[config.mk]
export PLATFORM = sky130hd
export DESIGN_NAME = des_key_schedule
export DESIGN_NICKNAME = d
export VERILOG_FILES = /design/src/rtl/des_key_schedule.sv
export SDC_FILE = /design/constraint.sdc
export NUM_CORES = 1
export LEC_CHECK = 0
export CAP_MARGIN = 15
export CORE_UTILIZATION = 45
export CTS_BUF_LIST = sky130_fd_sc_hd__clkbuf_8
export CTS_CLUSTER_DIAMETER = 120
export DETAILED_ROUTE_END_ITERATION = 12
export PLACE_DENSITY = 0.79
export SYNTH_ARGS = -nofsm -noshare
export SYNTH_HDL_FRONTEND = slang
export SYNTH_SLANG_ARGS = --single-unit
[constraint.sdc]
create_clock -name i_clk -period 2.6 [get_ports i_clk]
set_clock_uncertainty 0.15 [all_clocks]
set_input_delay 0.65 -clock i_clk [delete_from_list [all_inputs] [get_ports i_clk]]
set_output_delay 0.65 -clock i_clk [all_outputs]
set_load 0.01 [all_outputs]
[src/rtl/des_key_schedule.sv]
// DES key schedule: PC-1 load, per-round C/D rotation, registered PC-2 subkey output.
// Define DES_KS_DECRYPT_EN to add the i_decrypt port (subkeys delivered K16..K1).
module des_key_schedule (
    input  logic        i_clk,
    input  logic        i_rst,
    input  logic        i_start,
    input  logic [63:0] i_key,
`ifdef DES_KS_DECRYPT_EN
    input  logic        i_decrypt,
`endif
    output logic [47:0] o_subkey,
    output logic        o_subkey_valid,
    output logic [3:0]  o_round_idx,
    output logic        o_done
);

    // state | meaning
    // IDLE  | waiting for i_start; C/D loaded from PC-1 on the way out
    // ROUND | one subkey produced per cycle, 16 rounds
    // DONE  | all subkeys delivered; o_done held until i_start drops
    typedef enum logic [1:0] {IDLE, ROUND, DONE} state_t;

    localparam int PC1 [56] = '{
        57, 49, 41, 33, 25, 17,  9,
         1, 58, 50, 42, 34, 26, 18,
        10,  2, 59, 51, 43, 35, 27,
        19, 11,  3, 60, 52, 44, 36,
        63, 55, 47, 39, 31, 23, 15,
         7, 62, 54, 46, 38, 30, 22,
        14,  6, 61, 53, 45, 37, 29,
        21, 13,  5, 28, 20, 12,  4
    };

    localparam int PC2 [48] = '{
        14, 17, 11, 24,  1,  5,
         3, 28, 15,  6, 21, 10,
        23, 19, 12,  4, 26,  8,
        16,  7, 27, 20, 13,  2,
        41, 52, 31, 37, 47, 55,
        30, 40, 51, 45, 33, 48,
        44, 49, 39, 56, 34, 53,
        46, 42, 50, 36, 29, 32
    };

    // DES bit n maps to vector bit (width - n)
    function automatic logic [55:0] pc1(input logic [63:0] k);
        logic [55:0] r;
        r = '0;
        for (int i = 0; i < 56; i++) r[55-i] = k[64-PC1[i]];
        return r;
    endfunction

    function automatic logic [47:0] pc2(input logic [27:0] c, input logic [27:0] d);
        logic [55:0] cd;
        logic [47:0] r;
        cd = {c, d};
        r  = '0;
        for (int i = 0; i < 48; i++) r[47-i] = cd[56-PC2[i]];
        return r;
    endfunction

    state_t      r_state;
    state_t      w_state_nxt;
    logic        w_load;
    logic        w_step;
    logic [27:0] r_c;
    logic [27:0] r_d;
    logic [3:0]  r_cnt;
    logic [27:0] w_c_rot;
    logic [27:0] w_d_rot;
    logic [55:0] w_cd_init;
    logic        w_shift_one;
    logic [47:0] r_subkey;
    logic        r_valid;
    logic [3:0]  r_idx;
    logic        r_done;
    logic        w_unused_parity;
`ifdef DES_KS_DECRYPT_EN
    logic        r_dec;
    logic        w_dec_one;
`endif

    assign w_unused_parity = ^{i_key[56], i_key[48], i_key[40], i_key[32],
                               i_key[24], i_key[16], i_key[8],  i_key[0]};
    assign w_cd_init = pc1(i_key);

    always_ff @(posedge i_clk) begin
        if (i_rst) r_state <= IDLE;
        else       r_state <= w_state_nxt;
    end

    always_comb begin
        w_state_nxt = r_state;
        w_load      = 1'b0;
        w_step      = 1'b0;
        case (r_state)
            IDLE: begin
                if (i_start) begin
                    w_state_nxt = ROUND;
                    w_load      = 1'b1;
                end
            end
            ROUND: begin
                if (!i_start) begin
                    w_state_nxt = IDLE;
                end else begin
                    w_step = 1'b1;
                    if (r_cnt == 4'd15) w_state_nxt = DONE;
                end
            end
            DONE: begin
                if (!i_start) w_state_nxt = IDLE;
            end
            default: w_state_nxt = IDLE;
        endcase
    end

    // r_cnt is k-1 for edge Ek; single-bit shifts at rounds 1, 2, 9, 16
    assign w_shift_one = (r_cnt == 4'd0) || (r_cnt == 4'd1) ||
                         (r_cnt == 4'd8) || (r_cnt == 4'd15);
`ifdef DES_KS_DECRYPT_EN
    assign w_dec_one = (r_cnt == 4'd1) || (r_cnt == 4'd8) || (r_cnt == 4'd15);
`endif

    always_comb begin
        w_c_rot = w_shift_one ? {r_c[26:0], r_c[27]}    : {r_c[25:0], r_c[27:26]};
        w_d_rot = w_shift_one ? {r_d[26:0], r_d[27]}    : {r_d[25:0], r_d[27:26]};
`ifdef DES_KS_DECRYPT_EN
        // decrypt walks the schedule backwards; round 1 reuses C0/D0 (= C16/D16)
        if (r_dec) begin
            if (r_cnt == 4'd0) begin
                w_c_rot = r_c;
                w_d_rot = r_d;
            end else if (w_dec_one) begin
                w_c_rot = {r_c[0], r_c[27:1]};
                w_d_rot = {r_d[0], r_d[27:1]};
            end else begin
                w_c_rot = {r_c[1:0], r_c[27:2]};
                w_d_rot = {r_d[1:0], r_d[27:2]};
            end
        end
`endif
    end

    always_ff @(posedge i_clk) begin
        if (i_rst) begin
            r_c      <= '0;
            r_d      <= '0;
            r_cnt    <= '0;
            r_subkey <= '0;
            r_valid  <= 1'b0;
            r_idx    <= '0;
            r_done   <= 1'b0;
`ifdef DES_KS_DECRYPT_EN
            r_dec    <= 1'b0;
`endif
        end else begin
            if (w_load) begin
                r_c   <= w_cd_init[55:28];
                r_d   <= w_cd_init[27:0];
                r_cnt <= '0;
`ifdef DES_KS_DECRYPT_EN
                r_dec <= i_decrypt;
`endif
            end
            if (w_step) begin
                r_c      <= w_c_rot;
                r_d      <= w_d_rot;
                r_subkey <= pc2(w_c_rot, w_d_rot);
                r_valid  <= 1'b1;
                r_idx    <= r_cnt;
                r_cnt    <= r_cnt + 4'd1;
            end else if (!i_start) begin
                r_valid <= 1'b0;
                r_done  <= 1'b0;
                r_idx   <= '0;
            end else if (r_state == DONE) begin
                r_valid <= 1'b0;
                r_done  <= 1'b1;
            end
        end
    end

    assign o_subkey       = r_subkey;
    assign o_subkey_valid = r_valid;
    assign o_round_idx    = r_idx;
    assign o_done         = r_done;

endmodule
* Word-level counts from Yosys, hierarchy flattened
Index checks and enable logic that the tools add are counted.
** Cells by class
- Add/subtract/negate cells :: 1
- Equal/unequal tests :: 11
- Muxes and demuxes :: 23
- Bitwise logic cells :: 1
- Reduce and logical (&&, ||, !) cells :: 8
** Operators by type and width (number)
- $mux 28 :: 6
- $mux 4 :: 4
- $eq 4x4->1 const B :: 2
- $mux 1 :: 8
- $mux 2 :: 4
- $pmux 2 s3 :: 1
- $add 4x1->4 const B :: 1
- $eq 4x1->1 const B :: 1
- $logic_not 4->1 :: 1
- $ne 2x1->1 const B :: 2
- $ne 2x2->1 const B :: 2
- $logic_or 1x1->1 :: 3
- $ne 3x1->1 const B :: 1
- $ne 3x3->1 const B :: 1
- $reduce_and 3->1 :: 1
- $eq 2x1->1 const B :: 1
- $eq 2x2->1 const B :: 1
- $logic_not 2->1 :: 1
- $reduce_and 2->1 :: 1
- $reduce_bool 2->1 :: 1
- $not 1->1 :: 1
** Storage, ports and cells
- Bits in registers :: 116
- Input port bits :: 67
- Output and inout bits :: 54
- Word-level logic and storage cells :: 52

* Logic depth before layout (Yosys ltp)
- Depth after elaboration :: 6
- Depth in mapped cells :: 8
- Mapped depth without buffers :: 6

* Worst setup path after synthesis
OpenSTA, ideal clock, no wires.
- Kind :: input -> register
- Start :: input port i_rst
- End :: register r_d[10]
- Library setup time :: 62 ps
- Arrival :: 1590 ps
- Data required time :: 2388 ps
- Path slack :: 798 ps
- Stages :: 5
- Buffers on the path :: 2
- Cell sequence :: buf_2 buf_1 nor4b_1 o21ai_0 nand3_1
** RTL lines
- start: declaration :: line 5 : input logic i_rst,
- end signal: assignment :: line 160 : r_d <= w_cd_init[27:0];
- end signal: assignment :: line 168 : r_d <= w_d_rot;
- end: declaration :: line 67 : logic [27:0] r_d;

* Worst setup path in the final report
- Start :: register r_subkey[16], in the netlist o_subkey[16]
- End :: output port o_subkey[16]
** RTL lines
- start: declaration :: line 73 : logic [47:0] r_subkey;
- start signal: assignment :: line 169 : r_subkey <= pc2(w_c_rot, w_d_rot);
- end: declaration :: line 11 : output logic [47:0] o_subkey,
No word-level cell between the ends.

==> metrics.yaml <==
run_status:
  run_status: "complete, no violations"
synthesis:
  yosys_warnings: 0
  syn_avg_cell_area_um2: 7.89
  netlist_instances: 854
  synth_fp_nets: 924
  yosysSeqAreaShare_pct: 34.5
  yosysUniqueCellTypes: 38
  ys_ff_latch: 116
  syn-cell-area_mm2: 0.00674
final_layout:
  final_common_cell: "nand3_1"
  area_delta_synth_final_pct: 25.8
  diodes: 0
  postLayoutCoreUtil_pct: 58.1
  drive_above_1_share_pct: 12.7
  stdcell_area_mm2: 0.00847
  fin_nets: 983
  final_cell_mix: "nand3_1 (161), dfxtp_1 (116), clkdlybuf4s50_1 (111)"
setup_path:
  crit_fanout: 2
  crit_family: "buffers and inverters"
  worstPathRequired_ns: 1.80
  critPathArrivalTime_ns: 1.40
  path_buf_inv: 1
  slowest_delay_ns: 0.63
  path_class: "flop to output port"
  start_kind: "flop"
  path_cells: "clkdlybuf4s50_1"
  critPathCaptureType: "output port"
  worst_path_max_delay_cell: "clkdlybuf4s50_1"
clock_tree:
  cts_root_buffer: "clkbuf_8"
  cts_buffers: 17
  cts_buffer_depth: 2
  cts_max_level: 4
  cts_setup_buffers: 0
  postCtsHoldBufs: 0
  cts.clk_slew.worst_paths_ns: 0.07
  clock-sinks: 116
  worstSkewPairLatency_ns: 0.43
  cts_tree: "built"
  ctsResizeCount: 0
placement:
  hpwlAfterDp_um: 11200
  placed_area_mm2: 0.00804
  place_congestion: 0.814
  numPortBuffers: 112
sta:
  timing.setup.tns_ns: 0
  slew_viol_final: 0
  hold_viol_final: 0
  setup_viol: 0
  relSlewSlack_pct: 54.5
  finalCritPeriodShare_pct: 84.7
  rsz0062_at_grt: "false"
  fmax_ghz: 0.454
  min_period_ns: 2.20
  tightest_slew_ns: 0.682
routing:
  num_vias: 6755
  drt_iter0_drc: 684
  drcViolationCount: 0
  vias_per_cell: 6.09
  postRouteAntennaNets: 0
  routed_wl_um: 17800
  firstDrtPassIters: 5
  wl_per_cell_um: 16.0
flow_run:
  cap_viol_max_count: 0
floorplanning:
  die_x_um: 124
  die_h_um: 124
  start_util_pct: 46.2
  num_rows: 44
  pin_count: 121
  die_area_mm2: 0.0155
  core_mm2: 0.0146
grt:
  grt_overflow: 0
  grt_pass1_vias: 5881
  antenna_found_initial: 0
  grt_max_degree: 85
  grt_pass1_wl_um: 29300
  grt_usage_pct: 22.7
pwr:
  p_leak_uw: 0.00302
  peakVddDrop_mv: 0.319
  powerDensity_mw_per_mm2: 532
worst_hold_path:
  hold_path.class: "flop to flop"
cells in the mapped netlist (all sizes together):
cell	n	share of area (%)
buf	53	4.8
nor3b	1	0.11
nand2b	2	0.30
a211oi	1	0.11
a21o	1	0.11
ha	3	0.56
a31oi	32	3.0
nand2	1	0.056
a22oi	1	0.11
or3	11	1.0
nor4	46	8.5
a21oi	61	4.5
a311oi	16	2.1
nor2	43	2.5
o21ba	1	0.15
mux2i	4	0.59
nor4b	11	1.4
o21ai	105	7.8
inv	48	2.7
dfxtp	116	34
clkbuf	52	3.0
a211o	45	5.9
o21bai	33	3.7
and3	1	0.093
nor2b	4	0.41
nand3	162	12
routing by layer:
| metal | wire length, um | global-route usage, % | part of all wire, % | vias to the layer above |
|---|---|---|---|---|
| li1 | - | - | - | 3284 |
| met4 | 316 | 7.94 | 1.8 | 0 |
| met5 | 0 | 0 | 0 | - |
| met1 | 8690 | 33.3 | 49 | 3188 |
| met3 | 1050 | 4.73 | 5.9 | 25 |
| met2 | 7750 | 32.5 | 44 | 258 |
per-stage QoR:
step	setup WS, ns	instances	hold slack, ns	power [uW]
floorplan	0.798	854	0.316	2440
global placement	0.206	1078	0.305	2730
detailed placement	0.190	1078	0.307	2740
CTS	0.399	1110	0.322	4520
global route	0.275	1110	0.363	4680
finish	0.398	1110	0.318	4500
power breakdown:
group	leakage (uW)	switching [uW]	internal (uW)
clock network	0.000227	732	1070
registers	0.000955	78.4	1890
logic	0.00184	389	349
total	0.00302	1200	3310
tightest hold or removal path, stage by stage, from the launching register on:
cell     delay, ns
dfxtp_1       0.32
nor2_1        0.04
nor2_1        0.07
final timing paths:
path / start / endpoint / slack [ns] / cells past startpoint
worst max-delay path: o_subkey[16] / o_subkey[16] / 0.40 / 1
worst min-delay path: o_done / o_done / 0.32 / 2
worst max register to register: r_cnt[0] / o_subkey[3] / 0.45 / 7
worst min register to register: o_done / o_done / 0.32 / 2
logic make-up after synthesis:
kind of cell / after synthesis / synth area share (%)
compound gates: 296 / 27.5
fa+ha+maj: 3 / 0.557
buf+inv: 153 / 10.5
flops: 116 / 34.5
mux: 4 / 0.594
simple gates: 282 / 26.5
area by class of cell:
cell class              count  area, um2
inverters                  48        183
clock inverters            10        129
fillers                  1318       6120
repair buffers            145       1570
flip-flops and latches    116       2320
multi-input cells         585       3740
well taps                 184        230
clock buffers              22        303
state kept, by name (all words and copies together), names as in the netlist:
register / flops
r_cnt: 4
r_d: 28
r_state: 2
o_done: 1
o_subkey_valid: 1
r_c: 28
o_round_idx: 4
o_subkey: 48
Note: power is estimated with default switching activity, not from simulation.
